### config.mk
export PLATFORM = sky130hd
export DESIGN_NAME = axis_alu_rr_arbiter
export DESIGN_NICKNAME = d
export VERILOG_FILES = /design/src/rtl/axis_alu_rr_arbiter.sv
export SDC_FILE = /design/constraint.sdc
export NUM_CORES = 1
export LEC_CHECK = 0
export CAP_MARGIN = 20
export CORE_ASPECT_RATIO = 2
export CORE_UTILIZATION = 56
export DETAILED_ROUTE_END_ITERATION = 8
export GPL_TIMING_DRIVEN = 0
export PLACE_DENSITY = 0.85
export SLEW_MARGIN = 15
export SYNTH_ARGS = -nofsm -noshare
export SYNTH_HDL_FRONTEND = slang
export SYNTH_SLANG_ARGS = --single-unit
export TNS_END_PERCENT = 20
### constraint.sdc
create_clock -name clk -period 9.5 [get_ports clk]
set_input_delay 1.9 -clock clk [delete_from_list [all_inputs] [get_ports clk]]
set_output_delay 1.9 -clock clk [all_outputs]
set_load 0.03 [all_outputs]
### src/rtl/axis_alu_rr_arbiter.sv
// axis_alu_rr_arbiter
// NUM_CH operand streams feed one ALU through a round-robin arbiter. One beat
// is accepted per cycle. Results go into an output FIFO tagged {err, channel},
// and the FIFO head drives the AXI-Stream master.
module axis_alu_rr_arbiter #(
    parameter int  DATA_WIDTH = 16,
    parameter int  OPND_WIDTH = 6,
    parameter int  NUM_CH     = 4,
    parameter int  FIFO_DEPTH = 4,
    localparam int CH_W       = $clog2(NUM_CH)
) (
    input  logic                               clk,
    input  logic                               rstn,
    input  logic [NUM_CH-1:0]                  axis_tvalid,
    output logic [NUM_CH-1:0]                  axis_tready,
    input  logic [NUM_CH*DATA_WIDTH-1:0]       axis_tdata,
    input  logic [NUM_CH*4-1:0]                opCode,
    output logic                               axim_tvalid,
    input  logic                               axim_tready,
    output logic [DATA_WIDTH-1:0]              axim_tdata,
    output logic [CH_W:0]                      axim_tuser,
    output logic [$clog2(FIFO_DEPTH):0]        fifo_count
);

    localparam int PTR_W = $clog2(FIFO_DEPTH);
    localparam int CNT_W = PTR_W + 1;
    localparam int ENT_W = 1 + CH_W + DATA_WIDTH;
    localparam int LO_W  = DATA_WIDTH - 2*OPND_WIDTH;

    logic [CH_W-1:0]       r_last_grant;
    logic                  r_active;
    logic [PTR_W-1:0]      r_wr_ptr;
    logic [PTR_W-1:0]      r_rd_ptr;
    logic [CNT_W-1:0]      r_count;
    logic [ENT_W-1:0]      r_mem [FIFO_DEPTH];

    logic [OPND_WIDTH-1:0] w_ch_a  [NUM_CH];
    logic [OPND_WIDTH-1:0] w_ch_b  [NUM_CH];
    logic [3:0]            w_ch_op [NUM_CH];
    logic [NUM_CH-1:0]     w_unused_lo;

    logic                  w_any;
    logic [CH_W-1:0]       w_grant;
    logic [CH_W-1:0]       w_idx;
    logic                  w_full;
    logic                  w_push;
    logic                  w_pop;
    logic [OPND_WIDTH-1:0] w_a;
    logic [OPND_WIDTH-1:0] w_b;
    logic [OPND_WIDTH-1:0] w_diff;
    logic [3:0]            w_op;
    logic [DATA_WIDTH-1:0] w_res;
    logic                  w_err;
    logic [ENT_W-1:0]      w_head;

    // Unpack each channel: A in the top bits, B directly below; the rest is ignored.
    for (genvar i = 0; i < NUM_CH; i++) begin : g_unpack
        assign w_ch_a[i]      = axis_tdata[i*DATA_WIDTH + DATA_WIDTH - 1 -: OPND_WIDTH];
        assign w_ch_b[i]      = axis_tdata[i*DATA_WIDTH + DATA_WIDTH - OPND_WIDTH - 1 -: OPND_WIDTH];
        assign w_ch_op[i]     = opCode[i*4 +: 4];
        assign w_unused_lo[i] = ^axis_tdata[i*DATA_WIDTH +: LO_W];
    end

    // Round-robin search: first valid channel after the last granted one.
    always_comb begin
        w_any   = 1'b0;
        w_grant = '0;
        w_idx   = '0;
        for (int k = 1; k <= NUM_CH; k++) begin
            w_idx = CH_W'((int'(r_last_grant) + k) % NUM_CH);
            if (!w_any && axis_tvalid[w_idx]) begin
                w_any   = 1'b1;
                w_grant = w_idx;
            end
        end
    end

    // No pass-through when full: a same-cycle pop does not free a slot for this beat.
    assign w_full = (r_count == CNT_W'(FIFO_DEPTH));
    assign w_push = r_active && w_any && !w_full;
    assign w_pop  = axim_tvalid && axim_tready;

    // One-hot ready toward the granted channel only.
    always_comb begin
        axis_tready = '0;
        for (int i = 0; i < NUM_CH; i++) begin
            axis_tready[i] = w_push && (w_grant == CH_W'(i));
        end
    end

    assign w_a    = w_ch_a[w_grant];
    assign w_b    = w_ch_b[w_grant];
    assign w_op   = w_ch_op[w_grant];
    assign w_diff = w_a - w_b;

    // ALU on the granted beat; illegal opcodes yield zero with err set.
    always_comb begin
        w_res = '0;
        w_err = 1'b0;
        case (w_op)
            4'd0:    w_res = DATA_WIDTH'(w_a) + DATA_WIDTH'(w_b);
            4'd1:    w_res = DATA_WIDTH'(w_a & w_b);
            4'd2:    w_res = DATA_WIDTH'(w_a | w_b);
            4'd3:    w_res = DATA_WIDTH'(w_a ^ w_b);
            4'd4:    w_res = DATA_WIDTH'(w_diff);
            4'd5:    w_res = DATA_WIDTH'(w_a) * DATA_WIDTH'(w_b);
            default: w_err = 1'b1;
        endcase
    end

    // Ready is held low until the first clock after reset release.
    always_ff @(posedge clk or negedge rstn) begin
        if (!rstn) r_active <= 1'b0;
        else       r_active <= 1'b1;
    end

    // Priority pointer moves only on a completed handshake; reset favours channel 0.
    always_ff @(posedge clk or negedge rstn) begin
        if (!rstn)       r_last_grant <= CH_W'(NUM_CH - 1);
        else if (w_push) r_last_grant <= w_grant;
    end

    // FIFO pointers and occupancy; pointers wrap naturally (depth is a power of two).
    always_ff @(posedge clk or negedge rstn) begin
        if (!rstn) begin
            r_wr_ptr <= '0;
            r_rd_ptr <= '0;
            r_count  <= '0;
        end else begin
            if (w_push) r_wr_ptr <= r_wr_ptr + PTR_W'(1);
            if (w_pop)  r_rd_ptr <= r_rd_ptr + PTR_W'(1);
            case ({w_push, w_pop})
                2'b10:   r_count <= r_count + CNT_W'(1);
                2'b01:   r_count <= r_count - CNT_W'(1);
                default: r_count <= r_count;
            endcase
        end
    end

    // FIFO storage; contents need no reset because valid is derived from the count.
    always_ff @(posedge clk) begin
        if (w_push) r_mem[r_wr_ptr] <= {w_err, w_grant, w_res};
    end

    assign w_head      = r_mem[r_rd_ptr];
    assign axim_tvalid = (r_count != '0);
    assign axim_tdata  = axim_tvalid ? w_head[DATA_WIDTH-1:0] : '0;
    assign axim_tuser  = axim_tvalid ? w_head[ENT_W-1:DATA_WIDTH] : '0;
    assign fifo_count  = r_count;

endmodule
==> metrics.csv, run 1 <==
stage;metric;value;unit
final_layout;Fillers;667;
global_route;grt ovf;0;
floorplan;die width;71.11;µm
synth;Syn. warnings;0;
global_route;initial antenna violation count;0;
run_status;status;finished, violations left;
sta;Worst slew margin;41.93;%
sta;Final Skew;6.983;ps
global_route;vias in the first global route;4234;
synth;register area share after synthesis;38.41;%
final_layout;share of cells above drive strength 1;12.84;%
synth;count of different cell masters after synthesis;56;
min_path;Hold WC Path Type;flop to flop;
clocking;setup bufs post-CTS;0;
floorplan;die area;9970;µm²
synth;most instantiated library cell after synthesis;edfxtp_1;
global_route;largest net degree at the start of global routing;16;
sta;fmax;0.1330;GHz
sta;fin crit share;79.17;%
route;vias per inst;5.690;
clocking;CTS tree;built;
clocking;PostCTS Resize Cnt;0;
sta;final worst slack;1979;ps
sta;final setup vio count;0;
clocking;Root Driver;clkbuf_16;
setup_path;endpoint class of the critical path;flop;
synth;most frequent cells after synthesis;edfxtp_1, inv_1, ha_1, nor2_1, nand2_1;
floorplan;initial core utilization;57.38;%
synth;top_reg_cell synth;edfxtp_1;
synth;number of synthesized flops with an enable pin;60;
route;Pre-antenna DRT Iters;8;
route;final wirelength;12540;µm
synth;Gate Count Post-Synth;472;
route;Final ANT Viol Nets;0;
clocking;clock tree buffer depth;2;
clocking;Clk Latency, worst-skew pair;330;ps
setup_path;RR Startpoint;r_last_grant[1];
synth;ys async rst share;14.29;%
sta;worst slew pin tran;865.2;ps
clocking;Clk pin slew, worst setup/hold paths;60;ps
final_layout;multi-input logic area;2967;µm²
setup_path;crit path from;axis_tvalid[1];
placed_design;worst slack at placement;1672;ps
sta;WHS;538.3;ps
route;per-cell routed wire length;18.22;µm
min_path;HP Start;fifo_count[2];
clocking;total CTS buffers;9;
synth;synthesized area per cell;11.33;µm²
setup_path;Max FO, Critical Path;10;
setup_path;Worst setup SP type;input pin;
placed_design;port bufs;93;
sta;Fin. Hold Viols;0;
floorplan;Die H;140.2;µm
final_layout;synthesis-to-finish area growth;25.47;%
clocking;# hold bufs at CTS;0;
setup_path;Critical Setup Path Class;input pin to flop;
sta;setup repair after global routing missed its margin;no;
setup_path;CP Data Arrival Time;7650;ps
clocking;Sinks on Clock Net;70;
floorplan;row cnt;50;
sta;minimum clock period;7521;ps
synth;leading area contributor after synthesis;edfxtp_1;
flow_run;Max-Cap Viols;0;
synth;main area contributors after synthesis;edfxtp_1, ha_1, fa_1;
global_route;first-pass GRT wire length;19940;µm
synth;Yosys reg bits;70;
floorplan;Core Box Area;9321;µm²
route;DR DRC count;6;
route;routed via count;3915;
global_route;GRT Overall Usage;26.76;%
synth;area share of the largest cell type after synthesis;33.68;%
sta;setup TNS;0;ps
final_layout;n_diodes;0;
final_layout;register area;2054;µm²
route;Starting DRT DRC Count;266;
final_layout;Final Net Count;728;
placed_design;DP HPWL;10300;µm
synth;Cell Area, Synth;5349;µm²
sta;final count of pins violating max slew;0;
setup_path;Crit path required time;9630;ps
floorplan;IO Pins;114;
final_layout;fin util;72.00;%
clocking;H-tree Lvls;3;
placed_design;GPL Wtd Cong;0.9334;
run_status;violated checks;design-rule violations;
==> worst max-delay path: stages <==
cell and delay [ps]:
clkdlybuf4s50_1 510, nor2_1 170, o22ai_1 140, a311oi_4 420, buf_4 270, buf_2 300, mux2i_1 580, ha_1 370
fa_1 450, ha_1 330, fa_1 580, inv_1 70, fa_1 450, inv_1 70, a21oi_1 70, o21bai_1 190
a21o_1 140, a21o_1 140, a31oi_1 110, xnor2_1 140, nor2_1 240
==> path summary, 6_finish.rpt <==
kind | to | slack (ps) | depth (start not counted)
max in group asynchronous | r_last_grant[1] | 7240 | 1
worst max-delay path | r_mem[1][11] | 1980 | 21
worst min register to register | fifo_count[2] | 540 | 1
worst min-delay path | fifo_count[2] | 540 | 1
min in group asynchronous | fifo_count[2] | 1910 | 1
worst max register to register | r_mem[1][11] | 3600 | 20
==> stage by stage <==
| stage | instances | instance area (µm²) |
|---|---|---|
| floorplan | 475 | 5360 |
| global placement | 672 | 6421 |
| detailed placement | 672 | 6421 |
| CTS | 688 | 6711 |
| global route | 688 | 6711 |
| finish | 688 | 6711 |
==> cells by family after synthesis <==
group / Yosys count / synth area share, %
flip-flops: 70 / 38.41
XOR/XNOR: 19 / 3.111
other: 2 / 0.1404
multiplexers: 62 / 16.00
buffers and inverters: 79 / 6.339
AO/OA/AOI/OAI: 60 / 8.351
adder cells (fa/ha/maj): 62 / 17.31
AND/OR/NAND/NOR: 118 / 10.34
==> final cells by class <==
| cell class | count | share of cell area [%] |
|---|---|---|
| inverter | 58 | 3.244 |
| buffer | 21 | 1.808 |
| sequential | 70 | 30.61 |
| tap | 104 | 1.939 |
| timing repair buffer | 93 | 13.87 |
| multi-input combinational | 326 | 44.20 |
| clock inverter | 7 | 0.9694 |
| clock buffer | 9 | 3.356 |
==> registers in the layout, indices dropped and copies added (netlist names) <==
signal	cells
fifo_count	3
r_active	1
r_last_grant	2
r_mem	60
r_rd_ptr	2
r_wr_ptr	2
==> layout by cell type, fill, tap and decap left out, drive strengths merged, types with 2 or more instances in the layout <==
cell and count:
mux4 16, nor2 38, mux2 9, o211ai 2, nor3b 2, a21o 5
a22o 2, o21ai 16, clkinvlp 2, nor3 4, mux2i 37, o21bai 5
fa 20, clkdlybuf4s50 93, and2 20, buf 16, nand2 36, inv 58
edfxtp 60, o2111ai 4, xor2 5, and3 3, clkinv 4, dfstp 2
conb 5, a31oi 3, a311oi 2, a21oi 13, nand2b 2, clkbuf 14
o221ai 4, or3 2, nand3b 2, xnor2 14, dfrtp 8, ha 42
nand3 5
==> layer usage <==
layer / GRT usage, % / vias to the layer above / wire [µm]
met5: 0 / - / 0
met4: 18.00 / 0 / 686
met3: 3.022 / 36 / 346
met2: 53.24 / 131 / 7525
met1: 23.88 / 1876 / 3978
li1: - / 1872 / -
Power of run 1 is left out: the tool's default activity adds up to more than one toggle a clock period on the data nets, which glitch-free logic cannot reach.
==> run 2, diff against run 1 <==
- CORE_UTILIZATION: 56 -> 52
- PLACE_DENSITY: 0.85 -> 0.79
- clock period: 9.5 -> 7.5 ns (I/O delays scaled with it)
==> run 2 against run 1 <==
  * The run now ends clean
  * Count of clock-buffer cells in the layout grew 2
  * Via count shrank 2.3%
  * Sequential share of layout area shrank 0.14 points
  * Clock skew shrank 0.64 ps
  * Register-to-register slack lost 2000 ps
  * Global-route usage shrank 2.0 points
  * Largest cell class unchanged
  * Final area grew 0.47%
  * Utilization shrank 5.1 points
  * Sequential cell count is the same
  * Setup slack lost 1500 ps
==> metrics.csv, run 2 (synthesis results as in run 1) <==
stage;metric;value;unit
clocking;Clk pin slew, worst setup/hold paths;50;ps
sta;final setup vio count;0;
clocking;setup bufs post-CTS;0;
floorplan;IO Pins;114;
placed_design;DP HPWL;10010;µm
global_route;initial antenna violation count;0;
floorplan;die width;73.72;µm
setup_path;Max FO, Critical Path;10;
sta;fmax;0.1416;GHz
placed_design;GPL Wtd Cong;0.9104;
sta;WHS;528.9;ps
route;Starting DRT DRC Count;119;
route;final wirelength;12020;µm
global_route;grt ovf;0;
clocking;Sinks on Clock Net;70;
sta;minimum clock period;7064;ps
clocking;Clk Latency, worst-skew pair;330;ps
setup_path;delay-heaviest family, CP;adder cells;
final_layout;share of cells above drive strength 1;12.67;%
setup_path;Crit path required time;7560;ps
placed_design;port bufs;93;
final_layout;most common cell after layout, fill and taps aside;clkdlybuf4s50_1;
route;Final ANT Viol Nets;0;
clocking;CTS tree;built;
final_layout;most frequent cells in the layout;clkdlybuf4s50_1, edfxtp_1, inv_1;
global_route;vias in the first global route;4142;
final_layout;Final Net Count;728;
route;Pre-antenna DRT Iters;4;
sta;worst slew pin tran;906.6;ps
floorplan;row cnt;52;
sta;setup TNS;0;ps
sta;Final Skew;6.348;ps
flow_run;Max-Cap Viols;0;
route;routed via count;3825;
clocking;clock tree buffer depth;2;
route;DR DRC count;0;
floorplan;Die H;145.4;µm
clocking;total CTS buffers;9;
min_path;Hold WC Path Type;flop to flop;
final_layout;Fillers;806;
sta;final count of pins violating max slew;0;
route;vias per inst;5.320;
final_layout;n_diodes;0;
sta;fin crit share;94.19;%
route;per-cell routed wire length;16.72;µm
sta;Fin. Hold Viols;0;
floorplan;initial core utilization;53.04;%
sta;Worst slew margin;39.15;%
setup_path;Slowest-stage cell, CP;mux2i_1;
global_route;largest net degree at the start of global routing;16;
sta;setup repair after global routing missed its margin;no;
setup_path;CP cell instances;clkdlybuf4s50_1 > nor2_1 > o22ai_1 > a311oi_4 > buf_4 > buf_2 > mux2i_1 > inv_2 > nor2_1 > fa_1 > fa_1 > inv_1 > fa_1 > inv_1 > ha_1 > inv_1 > o21bai_1 > a21o_1 > a21o_1 > a31oi_1 > xnor2_1 > nor2_1;
setup_path;worst path buffer plus inverter count;7;
final_layout;max FFs per register;60;
setup_path;slowest stage delay, CP;550;ps
global_route;GRT Overall Usage;24.80;%
run_status;status;completed;
setup_path;CP Data Arrival Time;7130;ps
final_layout;top register by number of flip-flops;r_mem;
final_layout;synthesis-to-finish area growth;26.06;%
setup_path;Worst setup SP type;input pin;
clocking;PostCTS Resize Cnt;0;
global_route;first-pass GRT wire length;19640;µm
setup_path;Critical Setup Path Class;input pin to flop;
floorplan;Core Box Area;10080;µm²
floorplan;die area;10720;µm²
clocking;H-tree Lvls;3;
clocking;# hold bufs at CTS;0;
clocking;Root Driver;clkbuf_16;
setup_path;endpoint class of the critical path;flop;
[run 2: metal layers]
metal	vias up	global-route usage, %	routed length (µm)
met4	0	14.62	573
li1	1865	-	-
met2	106	47.94	7269
met5	-	0	0
met3	28	2.978	322
met1	1826	23.20	3857
[run 2: area by class of cell]
cell class,instances,area [µm²],share of cell area (%)
inverters,58,217.7,3.229
well taps,135,168.9,2.505
repair buffers,93,930.9,13.81
clock inverters,5,50.05,0.7423
plain buffers,21,121.4,1.800
flip-flops and latches,70,2054,30.47
multi-input cells,326,2967,44.00
clock buffers,11,232.7,3.451
[run 2: path summary, 6_finish.rpt]
check | from | slack, ps | cells after the start | to
max | axis_tvalid[1] | 440 | 22 | r_mem[3][11]
max reg2reg | r_last_grant[1] | 1640 | 20 | r_mem[3][11]
max in group asynchronous | rstn | 5630 | 1 | r_last_grant[1]
min | fifo_count[2] | 530 | 1 | fifo_count[2]
min in group asynchronous | rstn | 1510 | 1 | fifo_count[1]
min reg2reg | fifo_count[2] | 530 | 1 | fifo_count[2]
[run 2: stage by stage]
| step | area [µm²] | util (%) | setup WS (ps) | instances |
|---|---|---|---|---|
| after global placement | 6460 | 64.06 | 69.96 | 703 |
| after detailed placement | 6460 | 64.06 | 18.21 | 703 |
| after floorplan | 5360 | - | 1165 | 475 |
| after CTS | 6743 | 66.86 | 370.2 | 719 |
| after global routing | 6743 | 66.86 | 10.29 | 719 |
| final | 6743 | 66.86 | 435.6 | 719 |
Power of run 2 is left out for the same reason.
